## src/rtl/serial_add_seq_pkg.sv

```systemverilog
// Shared ALU definitions: sequencer state encoding and op-code constants.
package serial_add_seq_pkg;

    typedef enum logic [1:0] {
        IDLE = 2'd0,
        RUN  = 2'd1,
        DONE = 2'd2
    } state_t;

    localparam logic OP_ADD = 1'b0;
    localparam logic OP_SUB = 1'b1;

endpackage

```

## src/rtl/serial_add_seq_if.sv

```systemverilog
// Operand request / result handshake bundle for the bit-serial add/subtract sequencer.
interface serial_add_seq_if #(
    parameter int WIDTH = 24
);
    logic             in_valid;
    logic             in_ready;
    logic             op_sub;
    logic [WIDTH-1:0] a;
    logic [WIDTH-1:0] b;
    logic             out_valid;
    logic             out_ready;
    logic [WIDTH-1:0] sum;
    logic             cout;
    logic             ovf;
    logic             busy;

    modport master (
        output in_valid, op_sub, a, b, out_ready,
        input  in_ready, out_valid, sum, cout, ovf, busy
    );

    modport slave (
        input  in_valid, op_sub, a, b, out_ready,
        output in_ready, out_valid, sum, cout, ovf, busy
    );
endinterface

```

## src/rtl/serial_add_seq_cell.sv

```systemverilog
// 1-bit carry-lookahead cell: generate/propagate form of a full adder.
module serial_add_seq_cell (
    input  logic a,
    input  logic b,
    input  logic cin,
    output logic s,
    output logic cout
);
    logic g_s;
    logic p_s;

    assign g_s  = a & b;
    assign p_s  = a ^ b;
    assign s    = p_s ^ cin;
    assign cout = g_s | (p_s & cin);
endmodule

```

## src/rtl/serial_add_seq.sv

```systemverilog
// Bit-serial add/subtract sequencer: one CLA cell reused over WIDTH cycles,
// LSB first, with valid/ready handshakes on the request and result sides.
module serial_add_seq
    import serial_add_seq_pkg::*;
#(
    parameter int WIDTH = 24
) (
    input  logic            clk,
    input  logic            rst_n,
    serial_add_seq_if.slave bus
);
    localparam int             CW       = $clog2(WIDTH);
    localparam logic [CW-1:0]  CNT_LAST = CW'(WIDTH - 1);

    state_t           state_r;
    logic [WIDTH-1:0] a_sr_r;
    logic [WIDTH-1:0] b_sr_r;
    // Only WIDTH-1 bits are kept: the final bit goes straight into the sum capture.
    logic [WIDTH-2:0] s_sr_r;
    logic             carry_r;
    logic [CW-1:0]    cnt_r;
    logic [WIDTH-1:0] sum_r;
    logic             cout_r;
    logic             ovf_r;
    logic             out_valid_r;
    logic             busy_r;

    logic             in_ready_s;
    logic             accept_s;
    logic             cell_sum_s;
    logic             cell_cout_s;
    logic [WIDTH-1:0] s_next_s;

    serial_add_seq_cell u_cell (
        .a    (a_sr_r[0]),
        .b    (b_sr_r[0]),
        .cin  (carry_r),
        .s    (cell_sum_s),
        .cout (cell_cout_s)
    );

    // Accept in IDLE, or in DONE when the result is taken on the same edge.
    always_comb begin
        in_ready_s = 1'b0;
        case (state_r)
            IDLE:    in_ready_s = 1'b1;
            DONE:    in_ready_s = bus.out_ready;
            default: in_ready_s = 1'b0;
        endcase
        accept_s = bus.in_valid & in_ready_s;
        s_next_s = {cell_sum_s, s_sr_r};
    end

    // Sequencer FSM: operand load, per-bit shift/carry step, result capture, handshake.
    always_ff @(posedge clk or negedge rst_n) begin
        if (!rst_n) begin
            state_r     <= IDLE;
            a_sr_r      <= '0;
            b_sr_r      <= '0;
            s_sr_r      <= '0;
            carry_r     <= 1'b0;
            cnt_r       <= '0;
            sum_r       <= '0;
            cout_r      <= 1'b0;
            ovf_r       <= 1'b0;
            out_valid_r <= 1'b0;
            busy_r      <= 1'b0;
        end else if (accept_s) begin
            a_sr_r      <= bus.a;
            b_sr_r      <= (bus.op_sub == OP_SUB) ? ~bus.b : bus.b;
            carry_r     <= (bus.op_sub == OP_SUB);
            cnt_r       <= '0;
            state_r     <= RUN;
            busy_r      <= 1'b1;
            out_valid_r <= 1'b0;
        end else begin
            case (state_r)
                IDLE: begin
                    state_r <= IDLE;
                end
                RUN: begin
                    a_sr_r  <= {1'b0, a_sr_r[WIDTH-1:1]};
                    b_sr_r  <= {1'b0, b_sr_r[WIDTH-1:1]};
                    s_sr_r  <= s_next_s[WIDTH-1:1];
                    carry_r <= cell_cout_s;
                    cnt_r   <= cnt_r + CW'(1'b1);
                    if (cnt_r == CNT_LAST) begin
                        sum_r       <= s_next_s;
                        cout_r      <= cell_cout_s;
                        ovf_r       <= carry_r ^ cell_cout_s;
                        state_r     <= DONE;
                        busy_r      <= 1'b0;
                        out_valid_r <= 1'b1;
                    end else begin
                        state_r <= RUN;
                    end
                end
                DONE: begin
                    if (bus.out_ready) begin
                        state_r     <= IDLE;
                        out_valid_r <= 1'b0;
                    end else begin
                        state_r <= DONE;
                    end
                end
                default: begin
                    state_r     <= IDLE;
                    out_valid_r <= 1'b0;
                    busy_r      <= 1'b0;
                end
            endcase
        end
    end

    assign bus.in_ready  = in_ready_s;
    assign bus.out_valid = out_valid_r;
    assign bus.sum       = sum_r;
    assign bus.cout      = cout_r;
    assign bus.ovf       = ovf_r;
    assign bus.busy      = busy_r;
endmodule

```

## src/flat_wrapper.sv

```systemverilog
// flat-port wrapper written by rule: the top's interface ports become plain ports
module serial_add_seq_flat import serial_add_seq_pkg::*;
#(
    parameter int WIDTH = 24
)
  (clk, rst_n, bus_in_valid, bus_op_sub, bus_a, bus_b, bus_out_ready, bus_in_ready, bus_out_valid, bus_sum, bus_cout, bus_ovf, bus_busy);
  serial_add_seq_if #(.WIDTH(WIDTH)) bus_i ();
  input  logic clk;
  input  logic rst_n;
  input wire logic [$bits(bus_i.in_valid)-1:0] bus_in_valid;
  input wire logic [$bits(bus_i.op_sub)-1:0] bus_op_sub;
  input wire logic [$bits(bus_i.a)-1:0] bus_a;
  input wire logic [$bits(bus_i.b)-1:0] bus_b;
  input wire logic [$bits(bus_i.out_ready)-1:0] bus_out_ready;
  output wire logic [$bits(bus_i.in_ready)-1:0] bus_in_ready;
  output wire logic [$bits(bus_i.out_valid)-1:0] bus_out_valid;
  output wire logic [$bits(bus_i.sum)-1:0] bus_sum;
  output wire logic [$bits(bus_i.cout)-1:0] bus_cout;
  output wire logic [$bits(bus_i.ovf)-1:0] bus_ovf;
  output wire logic [$bits(bus_i.busy)-1:0] bus_busy;
  assign bus_i.in_valid = bus_in_valid;
  assign bus_i.op_sub = bus_op_sub;
  assign bus_i.a = bus_a;
  assign bus_i.b = bus_b;
  assign bus_i.out_ready = bus_out_ready;
  assign bus_in_ready = bus_i.in_ready;
  assign bus_out_valid = bus_i.out_valid;
  assign bus_sum = bus_i.sum;
  assign bus_cout = bus_i.cout;
  assign bus_ovf = bus_i.ovf;
  assign bus_busy = bus_i.busy;
  serial_add_seq #(.WIDTH(WIDTH)) u_core (.clk(clk), .rst_n(rst_n), .bus(bus_i));
endmodule
```

## config.mk

```make
export PLATFORM = sky130hd
export DESIGN_NAME = serial_add_seq_flat
export DESIGN_NICKNAME = d
export VERILOG_FILES = /design/src/rtl/serial_add_seq_pkg.sv /design/src/rtl/serial_add_seq_if.sv /design/src/rtl/serial_add_seq_cell.sv /design/src/rtl/serial_add_seq.sv /design/src/flat_wrapper.sv
export SDC_FILE = /design/constraint.sdc
export NUM_CORES = 1
export LEC_CHECK = 0
export CAP_MARGIN = 10
export CORE_ASPECT_RATIO = 0.9
export CORE_MARGIN = 2
export CORE_UTILIZATION = 25
export CTS_BUF_LIST = sky130_fd_sc_hd__clkbuf_4 sky130_fd_sc_hd__clkbuf_8
export DETAILED_ROUTE_END_ITERATION = 12
export PLACE_DENSITY = 0.45
export SLEW_MARGIN = 20
export SYNTH_ARGS = -nofsm -noshare
export SYNTH_HDL_FRONTEND = slang
export SYNTH_SLANG_ARGS = --single-unit
export TNS_END_PERCENT = 10
```

## constraint.sdc

```tcl
create_clock -name clk -period 2.5 [get_ports clk]
set_input_delay 0.5 -clock clk [delete_from_list [all_inputs] [get_ports clk]]
set_output_delay 0.5 -clock clk [all_outputs]
set_load 0.05 [all_outputs]
```

==> Word level (Yosys, flattened, before mapping) <==
Cells that the tools add are included.
{ "op_classes": {"n_addsub": 1, "n_eq_ne": 7, "mux": 21, "n_bitwise": 9, "n_reduce_logical": 7} }
{ "op_table": {"columns": ["op", "n"], "rows": [
  ["24-bit 2-to-1 mux", 5],
  ["24-bit NOT", 1],
  ["5-bit 2-to-1 mux", 2],
  ["1-bit 2-to-1 mux", 7],
  ["2-bit 2-to-1 mux", 3],
  ["3-bit AND reduction", 2],
  ["5-bit by 1-bit adder with 5-bit output (second input constant)", 1],
  ["5-bit equality test (second input constant)", 1],
  ["2-bit by 1-bit != test with 1-bit output (second input constant)", 2],
  ["1-bit one-hot mux with 2 select lines", 2],
  ["2-bit one-hot mux with 2 select lines", 1],
  ["2-bit AND reduction", 2],
  ["1-bit AND", 3],
  ["3-bit by 1-bit != test with 1-bit output (second input constant)", 1],
  ["3-bit by 2-bit != test with 1-bit output (second input constant)", 1],
  ["1-bit one-hot mux with 3 select lines", 1],
  ["1-bit XOR", 3],
  ["2-bit by 1-bit equality test with 1-bit output (second input constant)", 1],
  ["2-bit equality test (second input constant)", 1],
  ["2-bit zero test", 1],
  ["2-bit nonzero test", 1],
  ["2-bit OR reduction", 1],
  ["1-bit NOT", 1],
  ["1-bit OR", 1]
]} }
{ "word_totals": {"ff_bits": 107, "in_bits": 53, "out_inout_bits": 29, "elab_cells": 56} }

==> Longest topological paths before layout <==
Gate-level depths: netlist (run 1).
{ "depth": {"depth_word": 5, "depth_mapped": 8, "ltp_nobuf": 5} }

==> Cells and area by module <==
Synthesis (run 1) repeated with hierarchy kept, for this count alone.
{ "unflattened": {"hier_cells": 403, "hier_area_um2": 4879.7} }
{ "by_module_without_submodules": {"columns": ["module", "instances", "cells_per_inst", "area_each_um2", "seq_area_each_um2"], "rows": [
  ["serial_add_seq", 1, 402, 4859.7, 2677.6],
  ["serial_add_seq_cell", 1, 1, 20.0, 0.0]
]} }

==> Worst setup path after synthesis (run 1) <==
Ideal clock, no wire load.
{ "synth_timing": {"path_type": "reg2out", "startpoint": "reg u_core.state_r[0]", "endpoint": "out bus_in_ready", "t_arrival_ps": 1206, "t_required_ps": 2000, "path_slack_ps": 794, "stages_incl_launch_ff": 6, "n_path_buf": 2, "cell_sequence": "dfrtp_1 > inv_1 > ha_1 > a21o_1 > buf_2 > buf_2"} }
{ "synth_between": {"elab_chain_len": 2, "word_cells_on_any_way": 3, "classes_between": "1 x eq/ne; 1 x mux; 1 x reduce/logical"} }
{ "synth_rtl": {"columns": ["element", "line_no", "source"], "rows": [
  ["start: declaration", "serial_add_seq.sv:15", "state_t state_r;"],
  ["start signal: assignment", "serial_add_seq.sv:57", "state_r <= IDLE;"],
  ["start signal: assignment", "serial_add_seq.sv:73", "state_r <= RUN;"],
  ["start signal: assignment", "serial_add_seq.sv:79", "state_r <= IDLE;"],
  ["2-bit equality test / 2-bit zero test (equally long branches)", "serial_add_seq.sv:45", "case (state_r)"],
  ["1-bit one-hot mux with 2 select lines (*)", "serial_add_seq.sv:45", null],
  ["end: declaration", "flat_wrapper.sv:15", "output wire logic [$bits(bus_i.in_ready)-1:0] bus_in_ready;"]
]} }
Every way passes the cells marked *; elsewhere a longest branch is shown, timed or not.

==> Worst setup path in the final report (run 1) <==
Ends and elaborated chain as after synthesis.

==> results of run 1 <==
path summary, 6_finish.rpt:
path                                               startpoint                            end  slack [ns]  cells past startpoint
worst max-delay path              u_core.state_r[0]$_DFF_PN0_                   bus_in_ready        0.37                      4
worst min-delay path                                    rst_n  u_core.bus.sum[4]$_DFFE_PN0P_        0.08                      1
worst max register to register    u_core.state_r[1]$_DFF_PN0_   u_core.a_sr_r[8]$_DFFE_PN0P_        0.58                      6
worst min register to register  u_core.bus.sum[2]$_DFFE_PN0P_  u_core.bus.sum[2]$_DFFE_PN0P_        0.52                      1
max in group asynchronous                               rst_n    u_core.bus.cout$_DFFE_PN0P_        1.70                      2
min in group clk                u_core.bus.sum[2]$_DFFE_PN0P_  u_core.bus.sum[2]$_DFFE_PN0P_        0.52                      1
per-layer routing:
metal	part of all wire (%)	GRT usage (%)	vias up
met5	0	0	-
met4	0.98	2.49	0
met3	3.5	2.95	7
met2	46	15.7	60
met1	49	13.1	1502
li1	-	-	1554
synth_stat cells:
cell type,n
o311ai_2,1
fa_1,1
nor2_1,5
buf_2,16
mux2_2,29
ha_1,5
o21ai_0,18
nand4b_1,1
mux2_4,19
nor2b_1,1
nor3b_2,1
a21o_1,1
nand2_4,1
nand3_1,51
nand2_1,3
clkbuf_1,10
and2_4,1
xnor2_1,2
a21oi_1,1
mux2i_1,48
dfrtp_1,107
and4b_4,1
inv_1,5
xor2_1,27
a2111o_1,1
nand4_1,2
buf_6,4
buf_4,2
o21ai_1,34
nand2b_1,2
buf_1,1
a211oi_1,2
state kept, by name (all words and copies together), names as in the netlist:
| name | flops |
|---|---|
| u_core.a_sr_r | 24 |
| u_core.b_sr_r | 24 |
| u_core.bus.busy | 1 |
| u_core.bus.cout | 1 |
| u_core.bus.out_valid | 1 |
| u_core.bus.ovf | 1 |
| u_core.bus.sum | 24 |
| u_core.carry_r | 1 |
| u_core.cnt_r | 5 |
| u_core.s_sr_r | 23 |
| u_core.state_r | 2 |
critical path, delay by kind of cell, from the launching register on:
family	cells	cell delay, ns
AO/OA/AOI/OAI	1	0.29
adder cells (fa/ha/maj)	1	0.26
flip-flops	1	0.44
buffers and inverters	2	0.26
logic make-up after synthesis:
| logic type | synth area share, % |
|---|---|
| adders and majority gates | 1.65 |
| muxes | 21.9 |
| AOI/OAI and AO/OA | 6.31 |
| DFF | 53.6 |
| and+or+nand+nor | 7.44 |
| buffers and inverters | 4.01 |
| xor gates and xnor gates | 5.09 |
final cells by class:
| type | count | area (sq um) | share of cell area (%) |
|---|---|---|---|
| sequential | 107 | 2680 | 42.8 |
| multi-input combinational | 258 | 2130 | 34.0 |
| timing repair buffer | 90 | 918 | 14.7 |
| tap | 255 | 319 | 5.10 |
| clock buffer | 10 | 138 | 2.20 |
| clock inverter | 5 | 53.8 | 0.860 |
| inverter | 5 | 18.8 | 0.300 |
power by group through the flow:
stage          Combinational [mW]  Sequential, mW  Clock (mW)
6_report                     2.13            2.59        1.06
2_1_floorplan                1.63            2.59           0
4_1_cts                      2.18            2.60        1.11
3_5_place_dp                 2.17            2.64           0
5_1_grt                      2.37            2.67        1.18
3_3_place_gp                 2.12            2.63           0
through the flow:
step / instances / worst slack, ns / util [%] / hold WS, ns / area, sq um
floorplan: 403 / 0.794 / - / 0.204 / 4990
global placement: 715 / 0.394 / 30.6 / 0.490 / 6060
detailed placement: 715 / 0.353 / 30.6 / 0.497 / 6060
CTS: 730 / 0.332 / 31.6 / 0.0859 / 6250
global route: 730 / 0.259 / 31.6 / 0.103 / 6250
finish: 730 / 0.370 / 31.6 / 0.0805 / 6250
==> run summary, run 1 <==
## STA
- **Final Critical Period** 2.13 ns
- **final clock skew** 0.00798 ns
- **highest clock frequency the design can meet** 0.470 GHz
- **number of hold violations in the final report** 0
- **Final Cycle Share** 85.2%
- **max-slew headroom at the worst pin** 61.4%
- **final setup TNS** 0 ns
- **final number of setup-violating endpoints** 0
- **pin slew with the least headroom to its limit** 0.578 ns
- **unrepaired setup endpoints after global routing** no
- **pins over their slew limit** 0

## Power and ir drop
- **switching pwr** 2.00 mW
- **Peak supply drop** 276 uV
- **Overall Power** 5.78 mW
- **clock share of power** 18.3%
- **pwr/cell area** 925 nW/um^2
- **combinational group share of total power** 36.8%
- **switching part of the total power** 34.6%
- **internal power component** 3.78 mW
- **Lkg Pwr** 2.56 nW
- **fraction of power consumed by sequential logic** 44.9%

## Floorplanning
- **vertical extent of the die** 138 microns
- **starting density of the core** 25.2%
- **Die Width** 153 microns
- **Core Footprint** 19800 sq um
- **count of boundary I/O pins** 82
- **total die area** 21100 sq um
- **Site Rows** 49

## Finish
- **area growth from synthesis to layout** 25.3%
- **most common cell after layout, fill and taps aside** dfrtp_1
- **commonest non-fill, non-tap cells in the layout** dfrtp_1 (107), clkdlybuf4s50_1 (78), nand3_1 (51)
- **number of antenna repair diodes** 0
- **Layout fillers** 2009
- **final layout net count** 530
- **layout cells sized above 1** 17.3%

## CTS
- **number of buffers between clock root and the deepest sink** 2
- **CTS buffer count** 9
- **clock tree sinks** 107
- **Worst-Skew Late Latency** 0.36 ns
- **Gates resized, CTS repair** 0
- **total of hold buffers inserted after clock tree synthesis** 0
- **# H-tree levels** 3
- **buffer cell driving the clock tree root** clkbuf_8
- **clock edge transition at the registers on the reported setup and hold paths** 0.09 ns
- **post-CTS setup buffer count** 0
- **CTS tree** built

## Synth
- **Synth Area per Inst** 12.4 sq um
- **Post-Syn Instances** 403
- **number of synthesized register bits** 107
- **Synth area leader** dfrtp_1
- **Post-Synthesis Cell Area** 4990 sq um
- **Synth Warn #** 0
- **Netlist cell types** 32
- **sequential cell area fraction in the yosys report** 53.6%
- **post-synth net total** 462
- **main area contributors after synthesis** dfrtp_1 (54%), mux2i_1 (9.6%), mux2_2 (6.5%)
- **portion of synthesized cell area occupied by the leading cell type** 53.6%

## Drt
- **sum of routed wire length over all layers** 9.95 mm
- **average wire length per cell after detail routing** 13.6 microns
- **Pre-antenna DRT Iters** 5
- **via total after detailed routing** 3123
- **Initial DRC Count** 102
- **final routed DRC violation total** 0
- **remaining antenna violation count after routing** 0
- **detail-routed via count per cell** 4.28

## Placement
- **I/O Buffers** 81
- **final weighted congestion of routability-driven global placement** 0.690
- **HPWL after detailed placement** 6.90 mm

## Critical path
- **type of destination of the critical path** output pin
- **required arrival time at the worst endpoint** 2.00 ns
- **critical path cell sequence** inv_1 -> ha_1 -> a21o_2 -> buf_12
- **crit path max fanout** 11
- **Critical Path Start Type** flop
- **Worst path slowest cell** dfrtp_1
- **stage delay of the slowest cell on the critical path** 0.44 ns
- **Crit Path Category** flop to output pin
- **crit path DAT** 1.63 ns

## Global route
- **first-pass GRT wire length** 16.8 mm
- **Overflow after GRT** 0
- **total global-route track usage** 9.82%
- **number of antenna violations at the first check in global routing** 0
- **number of global-route vias before repair** 3286
- **pin count of the biggest net entering global routing** 48

## Run
- **count of max-cap constraint violations** 0

## Status
- **result of the run** completed

## Hold path
- **class of the worst hold path** input pin to async pin

(Power assumes the default switching activity.)
==> run 2, diff against run 1 <==
--- a/config.mk
+++ b/config.mk
@@ -8,10 +8,11 @@
 export CAP_MARGIN = 10
 export CORE_ASPECT_RATIO = 0.9
 export CORE_MARGIN = 2
-export CORE_UTILIZATION = 25
+export CORE_UTILIZATION = 41
 export CTS_BUF_LIST = sky130_fd_sc_hd__clkbuf_4 sky130_fd_sc_hd__clkbuf_8
 export DETAILED_ROUTE_END_ITERATION = 12
-export PLACE_DENSITY = 0.45
+export DONT_BUFFER_PORTS = 1
+export PLACE_DENSITY = 0.56
 export SLEW_MARGIN = 20
 export SYNTH_ARGS = -nofsm -noshare
 export SYNTH_HDL_FRONTEND = slang
==> run 2 against run 1 <==
Effect of this change: the run now ends with negative hold slack left; routed wire length shrank 13%; via count shrank 7.5%; cell count shrank 25%; worst setup slack lost 0.20 ns; flip-flop and latch count is the same; largest cell class unchanged.
==> run summary, run 2 (synthesis results as in run 1) <==
## Placement
- **I/O Buffers** 0, -100%
- **final weighted congestion of routability-driven global placement** 0.758, +9.9%
- **HPWL after detailed placement** 5.54 mm, -20%

## Critical path
- **Critical Path Start Type** flop
- **Crit Path Category** flop to output pin
- **crit path max fanout** 21, +10
- **crit path DAT** 1.83 ns, +0.20 ns
- **type of destination of the critical path** output pin
- **required arrival time at the worst endpoint** 2.00 ns, about the same

## Floorplanning
- **starting density of the core** 41.7%, +16 points
- **count of boundary I/O pins** 82, unchanged
- **vertical extent of the die** 109 microns, -21%
- **Core Footprint** 12000 sq um, -39%
- **Site Rows** 38, -22%
- **Die Width** 120 microns, -21%
- **total die area** 13100 sq um, -38%

## Power and ir drop
- **Peak supply drop** 508 uV, +84%
- **internal power component** 3.55 mW, -6.2%
- **Lkg Pwr** 2.18 nW, -15%
- **pwr/cell area** 1040 nW/um^2, +12%
- **clock share of power** 17.1%, -1.2 points
- **Overall Power** 5.44 mW, -5.9%
- **combinational group share of total power** 33.9%, -2.9 points
- **switching pwr** 1.89 mW, -5.4%
- **fraction of power consumed by sequential logic** 48.9%, +4.0 points
- **switching part of the total power** 34.8%, +0.18 points

## STA
- **number of hold violations in the final report** 107, +107
- **worst-case hold slack** -0.178 ns, -0.258 ns
- **final setup TNS** 0 ns, unchanged
- **final number of setup-violating endpoints** 0, unchanged
- **unrepaired setup endpoints after global routing** no
- **highest clock frequency the design can meet** 0.429 GHz, -8.7%
- **final clock skew** 0.00932 ns, +0.00134 ns
- **Final Critical Period** 2.33 ns, +0.202 ns
- **pin slew with the least headroom to its limit** 0.579 ns, +0.000908 ns
- **max-slew headroom at the worst pin** 61.4%, about the same
- **Final Cycle Share** 93.3%, +8.1 points
- **pins over their slew limit** 0, unchanged

## CTS
- **CTS tree** built
- **buffer cell driving the clock tree root** clkbuf_8
- **clock edge transition at the registers on the reported setup and hold paths** 0.10 ns, about the same
- **# H-tree levels** 3, unchanged
- **post-CTS setup buffer count** 0, unchanged
- **CTS buffer count** 9, unchanged
- **Gates resized, CTS repair** 0, unchanged
- **number of buffers between clock root and the deepest sink** 2, unchanged
- **clock tree sinks** 107, unchanged
- **Worst-Skew Late Latency** 0.36 ns, about the same

## Drt
- **Initial DRC Count** 197, +93%
- **average wire length per cell after detail routing** 15.8 microns, +16%
- **final routed DRC violation total** 0, unchanged
- **Pre-antenna DRT Iters** 4, -1
- **remaining antenna violation count after routing** 0, unchanged
- **via total after detailed routing** 2889, -7.5%
- **detail-routed via count per cell** 5.25, +23%
- **sum of routed wire length over all layers** 8.69 mm, -13%

## Global route
- **total global-route track usage** 14.5%, +4.7 points
- **Overflow after GRT** 0, unchanged
- **pin count of the biggest net entering global routing** 108, +130%
- **first-pass GRT wire length** 15.0 mm, -10%
- **number of antenna violations at the first check in global routing** 0, unchanged
- **number of global-route vias before repair** 3089, -6.0%

## Finish
- **Layout fillers** 1111, -45%
- **area growth from synthesis to layout** 5.01%
- **Final Core Density** 43.8%, +12 points
- **final layout net count** 445, -16%
- **number of antenna repair diodes** 0, unchanged
- **commonest non-fill, non-tap cells in the layout** dfrtp_1 (107), nand3_1 (51), mux2i_1 (48)
- **layout cells sized above 1** 19.2%, +2.0 points
- **most common cell after layout, fill and taps aside** dfrtp_1

## Run
- **count of max-cap constraint violations** 0, unchanged

## Hold path
- **class of the worst hold path** input pin to async pin

## Status
- **result of the run** finished with violations
- **violations in the final reports** negative hold slack

-- run 2: worst paths after layout --
| kind | slack [ns] | start | endpoint | cells after the start |
|---|---|---|---|---|
| min in group clk | 0.28 | bus_a[12] | u_core.a_sr_r[12]$_DFFE_PN0P_ | 2 |
| worst max-delay path | 0.17 | u_core.state_r[0]$_DFF_PN0_ | bus_in_ready | 4 |
| max in group asynchronous | 2.53 | rst_n | u_core.b_sr_r[9]$_DFFE_PN0P_ | 0 |
| worst min register to register | 0.51 | u_core.s_sr_r[0]$_DFFE_PN0P_ | u_core.bus.sum[0]$_DFFE_PN0P_ | 1 |
| worst min-delay path | -0.18 | rst_n | u_core.bus.sum[5]$_DFFE_PN0P_ | 0 |
| worst max register to register | 0.38 | u_core.state_r[0]$_DFF_PN0_ | u_core.b_sr_r[22]$_DFFE_PN0P_ | 7 |
-- run 2: worst max-delay path, cell delays in order (launching register included) --
cell     delay, ns
dfrtp_1       0.44
inv_1         0.10
ha_1          0.19
a21o_2        0.40
buf_4         0.33
-- run 2: cell type report --
cell class                      instances  area (sq um)  area share, %
Tap cell                              160           200           3.82
Timing Repair Buffer                    5          50.0          0.954
Sequential cell                       107          2680           51.1
Inverter                                5          18.8          0.358
Multi-Input combinational cell        258          2130           40.6
Clock inverter                          4          28.8          0.549
Clock buffer                           11           139           2.65
-- run 2: power by group through the flow --
stage | Sequential, mW | Clock, mW | Combinational, mW
after floorplan | 2.59 | 0 | 1.63
after global placement | 2.69 | 0 | 1.82
after detailed placement | 2.71 | 0 | 1.87
after CTS | 2.67 | 0.981 | 1.88
after global routing | 2.74 | 1.05 | 2.09
final | 2.66 | 0.933 | 1.85
-- run 2: per-layer routing --
metal / share of wire [%] / track usage (%) / vias up / wire (microns)
li1: - / - / 1380 / -
met1: 46 / 17.6 / 1430 / 3960
met2: 46 / 23.8 / 69 / 4030
met3: 6.3 / 5.60 / 10 / 546
met4: 1.8 / 5.32 / 0 / 159
met5: 0 / 0 / - / 0
-- run 2: per-stage QoR --
stage | cells | cell area, sq um | setup slack (ns)
floorplan | 403 | 4990 | 0.794
detailed placement | 535 | 5080 | 0.402
global placement | 535 | 5080 | 0.474
CTS | 550 | 5240 | 0.132
finish | 550 | 5240 | 0.169
global route | 550 | 5240 | 0.0452
